===== config.mk =====
export PLATFORM = sky130hd
export DESIGN_NAME = ctrl_imem_loader
export DESIGN_NICKNAME = d
export VERILOG_FILES = /design/src/rtl/ctrl_pkg.sv /design/src/rtl/ctrl_imem_ram.sv /design/src/rtl/ctrl_imem_loader.sv
export SDC_FILE = /design/constraint.sdc
export NUM_CORES = 1
export LEC_CHECK = 0
export ABC_AREA = 1
export BUFFER_PORTS_ARGS = -buffer_cell sky130_fd_sc_hd__buf_2
export CAP_MARGIN = 25
export CORE_MARGIN = 5
export CORE_UTILIZATION = 35
export CTS_CLUSTER_DIAMETER = 200
export DETAILED_ROUTE_END_ITERATION = 7
export HOLD_SLACK_MARGIN = 0.02
export PLACE_DENSITY = 0.47
export RECOVER_POWER = 50
export SLEW_MARGIN = 30
export SYNTH_ARGS = -nofsm -noshare
export SYNTH_HDL_FRONTEND = slang
export SYNTH_SLANG_ARGS = --single-unit

===== constraint.sdc =====
create_clock -name clk -period 3.95 [get_ports clk]
set_clock_uncertainty 0.2 [all_clocks]
set_input_delay 0.79 -clock clk [delete_from_list [all_inputs] [get_ports clk]]
set_output_delay 0.79 -clock clk [all_outputs]
set_load 0.01 [all_outputs]

===== src/rtl/ctrl_pkg.sv =====
// Shared controller definitions: instruction word layout and loader FSM encoding.
// Fields are packed LSB-first, last-stage flag in the MSB.
package ctrl_pkg;

    function automatic int unsigned instr_width(int unsigned vec_id_w, int unsigned rf_addr_w,
                                                int unsigned data_addr_w);
        return 2 + vec_id_w + 2 * rf_addr_w + 3 * data_addr_w;
    endfunction

    localparam int unsigned VEC_ID_WIDTH_DEF       = 3;
    localparam int unsigned REGFILE_ADDR_WIDTH_DEF = 3;
    localparam int unsigned DATA_ADDR_WIDTH_DEF    = 4;

    localparam int unsigned COEF_PTR_OFS   = 0;
    localparam int unsigned DATA_LPTR_OFS  = COEF_PTR_OFS + DATA_ADDR_WIDTH_DEF;
    localparam int unsigned DATA_UPTR_OFS  = DATA_LPTR_OFS + DATA_ADDR_WIDTH_DEF;
    localparam int unsigned ERR_LOGIC_OFS  = DATA_UPTR_OFS + DATA_ADDR_WIDTH_DEF;
    localparam int unsigned RES_LOGIC_OFS  = ERR_LOGIC_OFS + REGFILE_ADDR_WIDTH_DEF;
    localparam int unsigned VEC_ID_OFS     = RES_LOGIC_OFS + REGFILE_ADDR_WIDTH_DEF;
    localparam int unsigned UPSAMPLE_OFS   = VEC_ID_OFS + VEC_ID_WIDTH_DEF;
    localparam int unsigned LAST_STAGE_OFS = UPSAMPLE_OFS + 1;

    typedef enum logic [1:0] {
        LdIdle,
        LdLoad,
        LdDrain,
        LdDone
    } ld_state_e;

endpackage


===== src/rtl/ctrl_imem_ram.sv =====
// Simple dual-port instruction RAM: synchronous write, registered read with enable.
module ctrl_imem_ram #(
    parameter int unsigned ADDR_WIDTH = 4,
    parameter int unsigned DATA_WIDTH = 23
) (
    input  logic                  clk,
    input  logic                  we,
    input  logic [ADDR_WIDTH-1:0] waddr,
    input  logic [DATA_WIDTH-1:0] wdata,
    input  logic                  re,
    input  logic [ADDR_WIDTH-1:0] raddr,
    output logic [DATA_WIDTH-1:0] rdata
);

    logic [DATA_WIDTH-1:0] mem [2**ADDR_WIDTH];

    always_ff @(posedge clk) begin
        if (we) begin
            mem[waddr] <= wdata;
        end
        if (re) begin
            rdata <= mem[raddr];
        end
    end

endmodule


===== src/rtl/ctrl_imem_loader.sv =====
// Instruction store with a valid/ready program loader and a latency-1 fetch port.
module ctrl_imem_loader
    import ctrl_pkg::*;
#(
    parameter int unsigned VEC_ID_WIDTH       = 3,
    parameter int unsigned REGFILE_ADDR_WIDTH = 3,
    parameter int unsigned DATA_ADDR_WIDTH    = 4,
    parameter int unsigned INSTR_ADDR_WIDTH   = 4,
    localparam int unsigned INSTR_WIDTH =
        instr_width(VEC_ID_WIDTH, REGFILE_ADDR_WIDTH, DATA_ADDR_WIDTH)
) (
    input  logic                        clk,
    input  logic                        rst_n,
    input  logic                        prog,
    input  logic                        ld_valid,
    output logic                        ld_ready,
    input  logic [INSTR_WIDTH-1:0]      ld_data,
    input  logic                        ld_last,
    input  logic                        fetch,
    input  logic [INSTR_ADDR_WIDTH-1:0] pc,
    output logic [INSTR_WIDTH-1:0]      instr_word,
    output logic [INSTR_ADDR_WIDTH:0]   prog_len,
    output logic                        prog_valid,
    output logic                        prog_err,
    output logic                        fetch_oob
);

    localparam int unsigned DEPTH = 2 ** INSTR_ADDR_WIDTH;
    localparam int unsigned LW    = INSTR_ADDR_WIDTH + 1;

    ld_state_e               state_q, state_d;
    logic                    prog_q;
    logic [LW-1:0]           wptr_q, wptr_d, len_q, len_d;
    logic                    valid_q, valid_d, err_q, err_d, oob_q, oob_d;
    logic                    ready_q, ready_d, zero_q, zero_d;
    logic [INSTR_WIDTH-1:0]  ram_rdata;

    logic prog_rise, xfer, last_xfer, wptr_full, rd_en, rd_hit;

    assign prog_rise = prog & ~prog_q;
    assign xfer      = ld_valid & ready_q;
    assign last_xfer = xfer & ld_last;
    assign wptr_full = (wptr_q == LW'(DEPTH - 1));
    assign rd_en     = fetch & ~prog;
    assign rd_hit    = valid_q & ({1'b0, pc} < len_q);

    always_ff @(posedge clk or negedge rst_n) begin
        if (!rst_n) begin
            state_q <= LdIdle;
            prog_q  <= 1'b0;
            wptr_q  <= '0;
            len_q   <= '0;
            valid_q <= 1'b0;
            err_q   <= 1'b0;
            oob_q   <= 1'b0;
            ready_q <= 1'b0;
            zero_q  <= 1'b1;
        end else begin
            state_q <= state_d;
            prog_q  <= prog;
            wptr_q  <= wptr_d;
            len_q   <= len_d;
            valid_q <= valid_d;
            err_q   <= err_d;
            oob_q   <= oob_d;
            ready_q <= ready_d;
            zero_q  <= zero_d;
        end
    end

    // A last transfer wins over prog falling in the same cycle.
    always_comb begin
        state_d = state_q;
        case (state_q)
            LdIdle, LdDone: if (prog_rise) state_d = LdLoad;
            LdLoad: begin
                if (last_xfer)              state_d = LdDone;
                else if (!prog)             state_d = LdIdle;
                else if (xfer && wptr_full) state_d = LdDrain;
            end
            LdDrain: if (last_xfer || !prog) state_d = LdIdle;
            default: state_d = LdIdle;
        endcase
    end

    always_comb begin
        wptr_d  = wptr_q;
        len_d   = len_q;
        valid_d = valid_q;
        err_d   = err_q;
        oob_d   = oob_q;
        zero_d  = zero_q;
        ready_d = (state_d == LdLoad) || (state_d == LdDrain);
        if (prog_rise) begin
            wptr_d  = '0;
            len_d   = '0;
            valid_d = 1'b0;
            err_d   = 1'b0;
            oob_d   = 1'b0;
        end
        if (state_q == LdLoad) begin
            if (xfer) wptr_d = wptr_q + 1'b1;
            if (last_xfer) begin
                len_d   = wptr_q + 1'b1;
                valid_d = 1'b1;
            end else if (!prog || (xfer && wptr_full)) begin
                err_d = 1'b1;
            end
        end
        if (state_q == LdDrain && !last_xfer && !prog) err_d = 1'b1;
        if (rd_en) begin
            zero_d = ~rd_hit;
            if (!rd_hit) oob_d = 1'b1;
        end
    end

    ctrl_imem_ram #(
        .ADDR_WIDTH(INSTR_ADDR_WIDTH),
        .DATA_WIDTH(INSTR_WIDTH)
    ) u_ram (
        .clk  (clk),
        .we   ((state_q == LdLoad) && xfer),
        .waddr(wptr_q[INSTR_ADDR_WIDTH-1:0]),
        .wdata(ld_data),
        .re   (rd_en && rd_hit),
        .raddr(pc),
        .rdata(ram_rdata)
    );

    assign ld_ready   = ready_q;
    assign instr_word = zero_q ? '0 : ram_rdata;
    assign prog_len   = len_q;
    assign prog_valid = valid_q;
    assign prog_err   = err_q;
    assign fetch_oob  = oob_q;

endmodule


==> metrics.cfg, run 1 <==
[critical_path]
reg2reg_depth = 6
cpPeakStageDelay_ps = 780
reg2reg_from = state_q[1]$_DFF_PN0_
crit_start = state_q[1]$_DFF_PN0_
path_cells = inv_1 -> ha_1 -> nand3_1 -> inv_1 -> nand2_1 -> nor2_4
crit_type = flip-flop to flip-flop
cp.required_ps = 3920
arrival_ps = 2880
cp_slowest_cell = nor2_4
crit_top_cell = inv_1
critPathCapture = u_ram.mem[5][16]$_DFFE_PP_
end_kind = flip-flop
path_buf_inv = 2
start_kind = flip-flop
r2r-end = u_ram.mem[5][16]$_DFFE_PP_
rrSetupSlack_ps = 1040
critPathMaxFanout = 23
critPathTopFamily = simple AND/OR/NAND/NOR gates
crit_cells = 6

[cells_and_area]
nets = 1430
finalInstanceArea_sq_um = 18870
syn2layout_area_growth_pct = 14.12
diodes = 0
post-route-util_pct = 40.44
fillCellCount = 4425
layout_commonest_cell = edfxtp_1
final_cells = 2024
final_cell_mix = edfxtp_1 (391), nor2_1 (303), o21ai_0 (176)
drive_gt1_share_pct = 9.174
seq_area_sq_um = 12190
multiInputGateArea_sq_um = 3705

[yosys]
syn_area_sq_um = 16530
synth_warnings = 0
syn_inst = 1326
synth.net_count = 1369
ys_ff_latch = 409
synth_edf_count = 391
avgSynthCellArea_sq_um = 12.47
synth_cell_types = 29
seq_area_frac_synth_pct = 73.74
async_flop_share_pct = 4.401
ys.flop_type = edfxtp_1

[route]
wl_per_cell_um = 20.99
drt-initial-drc-count = 679
ant_nets = 0
avgViaCountPerCell = 5.068
via_count = 10260
drtPass1Iterations = 4
drc_errors = 0
detail_route.wirelength_mm = 42.48

[die]
die_x_um = 227.4
core_sq_um = 46650
row_count = 79
initial_utilization_pct = 35.44
ios = 65
die-area_sq_um = 51690
die_h_um = 227.4

[timing]
hold_viol = 0
fmax_ghz = 0.3435
report.final.slew_viol_count = 0
post-route-min-period_ps = 2911
period_share_pct = 73.69
rsz0062_at_grt = no
setup_viol = 0
worst_slew_pin_slew_ps = 1064
tns_ps = 0
maxSlewHeadroom_pct = 29.10

[clock_tree]
htreeDepth = 2
cts-buffers-inserted = 44
cts_sinks = 409
path_clk_slew_ps = 60
worstSkewPairLatency_ps = 560
postCtsSetupBuffers = 0
clockBufferDepth = 3
cts_tree = built
cts-root-buf = clkbuf_16

[power_and_ir_drop]
p_leak_nw = 6.450
power_density_nw_per_um2 = 507.8
peakVddDrop_mv = 0.3456
finalPower_mw = 9.583

[worst_hold_path]
min_path_type = input port to flip-flop

[place]
placed_area_sq_um = 17560
hpwl_mm = 23.12
place_congestion = 0.7521
io_buffers = 64
dp_cells = 1947

[grt]
antenna_found_initial = 0
gr-total-overflow = 0
grt_pass1_wl_mm = 64.43
grt_pass1_vias = 10230
track_usage_pct = 16.43
busiest_layer = met2
grt_max_degree = 162
use_met1_pct = 23.83
use_met2_pct = 25.78
gr-usage-met3_pct = 3.082

[status]
status = completed

[job]
max_cap_viol_count = 0

==> what timing repair did <==
action | CTS | global route
endpoints found under the hold margin | 17 | 0
hold buffers | 1 | 0
gates resized for setup | 0 | 0
==> metal layers <==
layer  routed length (um)  part of all wire, %  vias up
met5                    0                    0        -
met4                  975                  2.3        0
met3                 2037                  4.8       67
met2                19450                   46      239
met1                20020                   47     5114
li1                     -                    -     4838
==> flip-flops by register name, summed over array words and instances, names as in the netlist <==
| signal | cells |
|---|---|
| u_ram.rdata | 23 |
| prog_err | 1 |
| zero_q | 1 |
| u_ram.mem | 368 |
| ld_ready | 1 |
| prog_q | 1 |
| wptr_q | 5 |
| prog_len | 5 |
| prog_valid | 1 |
| state_q | 2 |
| fetch_oob | 1 |
==> Yosys cell counts (2+ instances only) <==
library cell	number	area, sq um
dfrtp_1	17	425.4
buf_4	3	22.52
a21oi_1	24	120.1
nand3_1	103	515.5
buf_2	26	130.1
buf_6	16	180.2
nor3_1	4	20.02
nand4_1	4	25.02
inv_2	2	7.510
o211ai_1	46	345.3
buf_1	3	11.26
clkbuf_1	25	93.84
edfxtp_1	391	11740
o21ai_0	176	880.8
inv_1	70	262.8
o21ai_1	15	75.07
buf_8	2	30.03
ha_1	10	125.1
o32ai_1	2	17.52
nand2_1	63	236.5
nor2_1	316	1186
==> cell families (layout without fill, tap and decap cells) <==
logic type / count (synthesis) / in the layout / synth area share, %
AO/OA/AOI/OAI: 267 / 267 / 8.884
buffers and inverters: 148 / 239 / 4.502
XOR/XNOR: 1 / 1 / 0.05298
AND/OR/NAND/NOR: 491 / 491 / 12.06
flip-flops: 409 / 409 / 73.74
adder cells (fa/ha/maj): 10 / 10 / 0.7567
==> power by group <==
group          leakage (nW)  switching (mW)  internal, mW  total (mW)
sequential             3.75          0.0600          4.84        4.90
clock                 0.663            1.60          2.32        3.93
combinational          2.04           0.526         0.224       0.750
==> area by class of cell <==
cell class | instances | share of cell area (%)
clock buffer | 59 | 6.405
inverter | 73 | 1.472
multi-input combinational | 769 | 19.63
clock inverter | 17 | 0.7824
timing repair buffer | 90 | 3.063
sequential | 409 | 64.62
tap | 607 | 4.025
==> per-stage QoR <==
step | hold WS (ps) | setup WS, ps
after floorplan | 274.3 | 725.6
after global placement | 262.8 | 848.0
after detailed placement | 276.6 | 829.9
after CTS | 179.4 | 976.1
after global routing | 231.4 | 838.5
final | 249.2 | 1039
==> how the worst min path moves through the flow <==
| stage | from | endpoint | cells after the start |
|---|---|---|---|
| floorplan | zero_q$_DFFE_PN1P_ | zero_q$_DFFE_PN1P_ | 2 |
| global placement | fetch_oob$_DFF_PN0_ | fetch_oob$_DFF_PN0_ | 2 |
| detailed placement | fetch_oob$_DFF_PN0_ | fetch_oob$_DFF_PN0_ | 2 |
| CTS | prog | prog_q$_DFF_PN0_ | 1 |
| global route | prog | prog_q$_DFF_PN0_ | 1 |
| finish | prog | prog_q$_DFF_PN0_ | 1 |
No activity file was read; power rests on OpenSTA's default activity.
==> run 2, diff against run 1 <==
Settings changed: PLACE_DENSITY 0.47 to 0.49.
Clock period 3.95 ns to 2.6 ns, I/O delays scaled along.
==> run 2 against run 1 <==
Against the previous run: first-iteration DRC count up 24%; design area is 1.2% higher; via count increased by 0.99%; setup slack got worse by 880 ps; wire length down 0.58%; register-to-register slack got worse by 740 ps; clock-buffer cell count increased by 3; die area stayed put; largest power group unchanged; sequential share of layout area shrank 0.74 points.
==> metrics.cfg, run 2 (synthesis gave the netlist of run 1 again) <==
[cells_and_area]
finalInstanceArea_sq_um = 19090  ; +1.2%
drive_gt1_share_pct = 10.87  ; +1.7 points
fillCellCount = 4425  ; unchanged
post-route-util_pct = 40.91  ; +0.47 points
final_cells = 2052  ; +1.4%
largest-register = u_ram.mem
nets = 1457  ; +1.9%
syn2layout_area_growth_pct = 15.44
layout_commonest_cell = edfxtp_1
final_cell_mix = edfxtp_1 (391), nor2_1 (304), o21ai_0 (176)
top_regs = u_ram.mem: 368 flops, u_ram.rdata: 23 flops
largest_register_ffs = 368  ; unchanged
diodes = 0  ; unchanged

[timing]
hold_viol = 0  ; unchanged
layout_setup_ws_ps = 162.8  ; -876.3 ps
rsz0062_at_grt = no
report.final.slew_viol_count = 0  ; unchanged
worst_slew_pin_slew_ps = 993.8  ; -69.79 ps
setup_viol = 0  ; unchanged
maxSlewHeadroom_pct = 33.75  ; +4.7 points
post-route-min-period_ps = 2437
fmax_ghz = 0.4103
period_share_pct = 93.74

[critical_path]
rrSetupSlack_ps = 300  ; -740 ps
critPathMaxFanout = 23  ; unchanged
reg2reg_from = state_q[1]$_DFF_PN0_
cp.required_ps = 1880  ; -2040 ps
start_kind = flip-flop
arrival_ps = 1720  ; -1160 ps
crit_type = flip-flop to primary output
end_kind = primary output
r2r-end = u_ram.mem[12][15]$_DFFE_PP_
reg2reg_depth = 7  ; +1

[route]
wl_per_cell_um = 20.58  ; -1.9%
detail_route.wirelength_mm = 42.23  ; -0.58%
drc_errors = 0  ; unchanged
via_count = 10360  ; +0.99%
drtPass1Iterations = 8  ; +4
ant_nets = 0  ; unchanged
avgViaCountPerCell = 5.049  ; -0.38%
drt-initial-drc-count = 839  ; +24%

[clock_tree]
path_clk_slew_ps = 60  ; about the same
worstSkewPairLatency_ps = 570  ; about the same
htreeDepth = 2  ; unchanged
cts_tree = built
cts_sinks = 409  ; unchanged
cts-buffers-inserted = 44  ; unchanged
cts-root-buf = clkbuf_16
clockBufferDepth = 3  ; unchanged
cts_resized = 0  ; unchanged

[grt]
grt_pass1_vias = 10200  ; -0.28%
grt_pass1_wl_mm = 63.90  ; -0.83%
track_usage_pct = 16.34  ; -0.087 points
antenna_found_initial = 1  ; +1
grt_max_degree = 107  ; -34%
gr-total-overflow = 0  ; unchanged

[power_and_ir_drop]
power_density_nw_per_um2 = 751.0  ; +48%
pwr-share-seq_pct = 51.8  ; +0.6 points
p_sw_mw = 3.360  ; +53%
peakVddDrop_mv = 0.5950  ; +72%
pwr-share-comb_pct = 8.4  ; +0.6 points
p_leak_nw = 6.594  ; +2.2%
pwr-share-clk_pct = 39.8  ; -1.2 points
p_sw_share_pct = 23.44  ; +0.58 points
finalPower_mw = 14.34  ; +50%
intPower_mw = 10.98  ; +48%

[die]
die-area_sq_um = 51690  ; unchanged
die_h_um = 227.4  ; unchanged
die_x_um = 227.4  ; unchanged
initial_utilization_pct = 35.44  ; unchanged
ios = 65  ; unchanged
core_sq_um = 46650  ; unchanged
row_count = 79  ; unchanged

[place]
io_buffers = 64  ; unchanged
hpwl_mm = 24.60  ; +6.4%
placed_area_sq_um = 17840  ; +1.6%
dp_cells = 1972  ; +1.3%
post-place-ws_ps = 300.8  ; -529.1 ps
place_congestion = 0.7739  ; +2.9%

[worst_hold_path]
min_path_type = input port to flip-flop
hp-start = ld_last
hold_depth = 3  ; +2
hold_end = prog_len[0]$_DFF_PN0_

[status]
status = completed

[job]
max_cap_viol_count = 0  ; unchanged

[run 2: cell count changes in the layout (fill, tap and decap cells not counted), moves of 3 or more]
cell	previous run	this run
clkinv_2	5	2
buf_4	16	33
bufinv_16	3	0
buf_2	29	35
buf_12	8	14
[run 2: metal layers]
layer  global-route usage [%]  vias up  share of wire, %
met5                        0        -                 0
met2                    24.86      274                44
met4                    3.781        0               1.8
met1                    24.44     5137                48
met3                    3.262       57               6.0
li1                         -     4892                 -
[run 2: worst max-delay path, cell delays in order (launching register included)]
cell	delay, ps
dfstp_2	540
buf_4	340
nor2_1	100
buf_2	150
[run 2: how the worst max path moves through the flow]
stage | startpoint | end | slack (ps) | depth (start not counted)
2_1_floorplan | state_q[1]$_DFF_PN0_ | u_ram.mem[11][0]$_DFFE_PP_ | -520 | 4
3_3_place_gp | pc[2] | u_ram.rdata[15]$_DFFE_PP_ | 290 | 8
3_5_place_dp | state_q[1]$_DFF_PN0_ | u_ram.mem[1][11]$_DFFE_PP_ | 300 | 7
4_1_cts | zero_q$_DFFE_PN1P_ | instr_word[21] | 120 | 3
5_1_grt | pc[0] | u_ram.rdata[2]$_DFFE_PP_ | 50 | 7
6_report | zero_q$_DFFE_PN1P_ | instr_word[12] | 160 | 3
[run 2: power by group through the flow]
stage | clock [mW] | sequential [mW] | combinational [mW]
2_1_floorplan | 0 | 7.56 | 0.721
3_3_place_gp | 0 | 7.56 | 1.22
3_5_place_dp | 0 | 7.56 | 1.23
4_1_cts | 5.85 | 7.42 | 1.24
5_1_grt | 6.10 | 7.43 | 1.35
6_report | 5.70 | 7.42 | 1.21
[run 2: layout make-up]
class | instances | area [sq um] | share of cell area (%)
Multi-Input combinational cell | 769 | 3707 | 19.42
Inverter | 73 | 274.0 | 1.436
Sequential cell | 409 | 12190 | 63.88
Tap cell | 607 | 759.5 | 3.979
Clock inverter | 15 | 72.57 | 0.3802
Timing Repair Buffer | 117 | 862.1 | 4.516
Clock buffer | 62 | 1220 | 6.391
[run 2: through the flow]
| stage | TNS (ps) | hold slack, ps |
|---|---|---|
| 2_1_floorplan | -48100 | 24.41 |
| 3_3_place_gp | 0 | 257.4 |
| 3_5_place_dp | 0 | 267.9 |
| 4_1_cts | 0 | 73.61 |
| 5_1_grt | 0 | 108.6 |
| 6_report | 0 | 107.3 |
[run 2: timing repair]
item | in CTS | in global routing
endpoints found under the setup margin | 0 | 0
hold buffers | 3 | 0
setup buffers | 0 | 0
endpoints found under the hold margin | 20 | 0
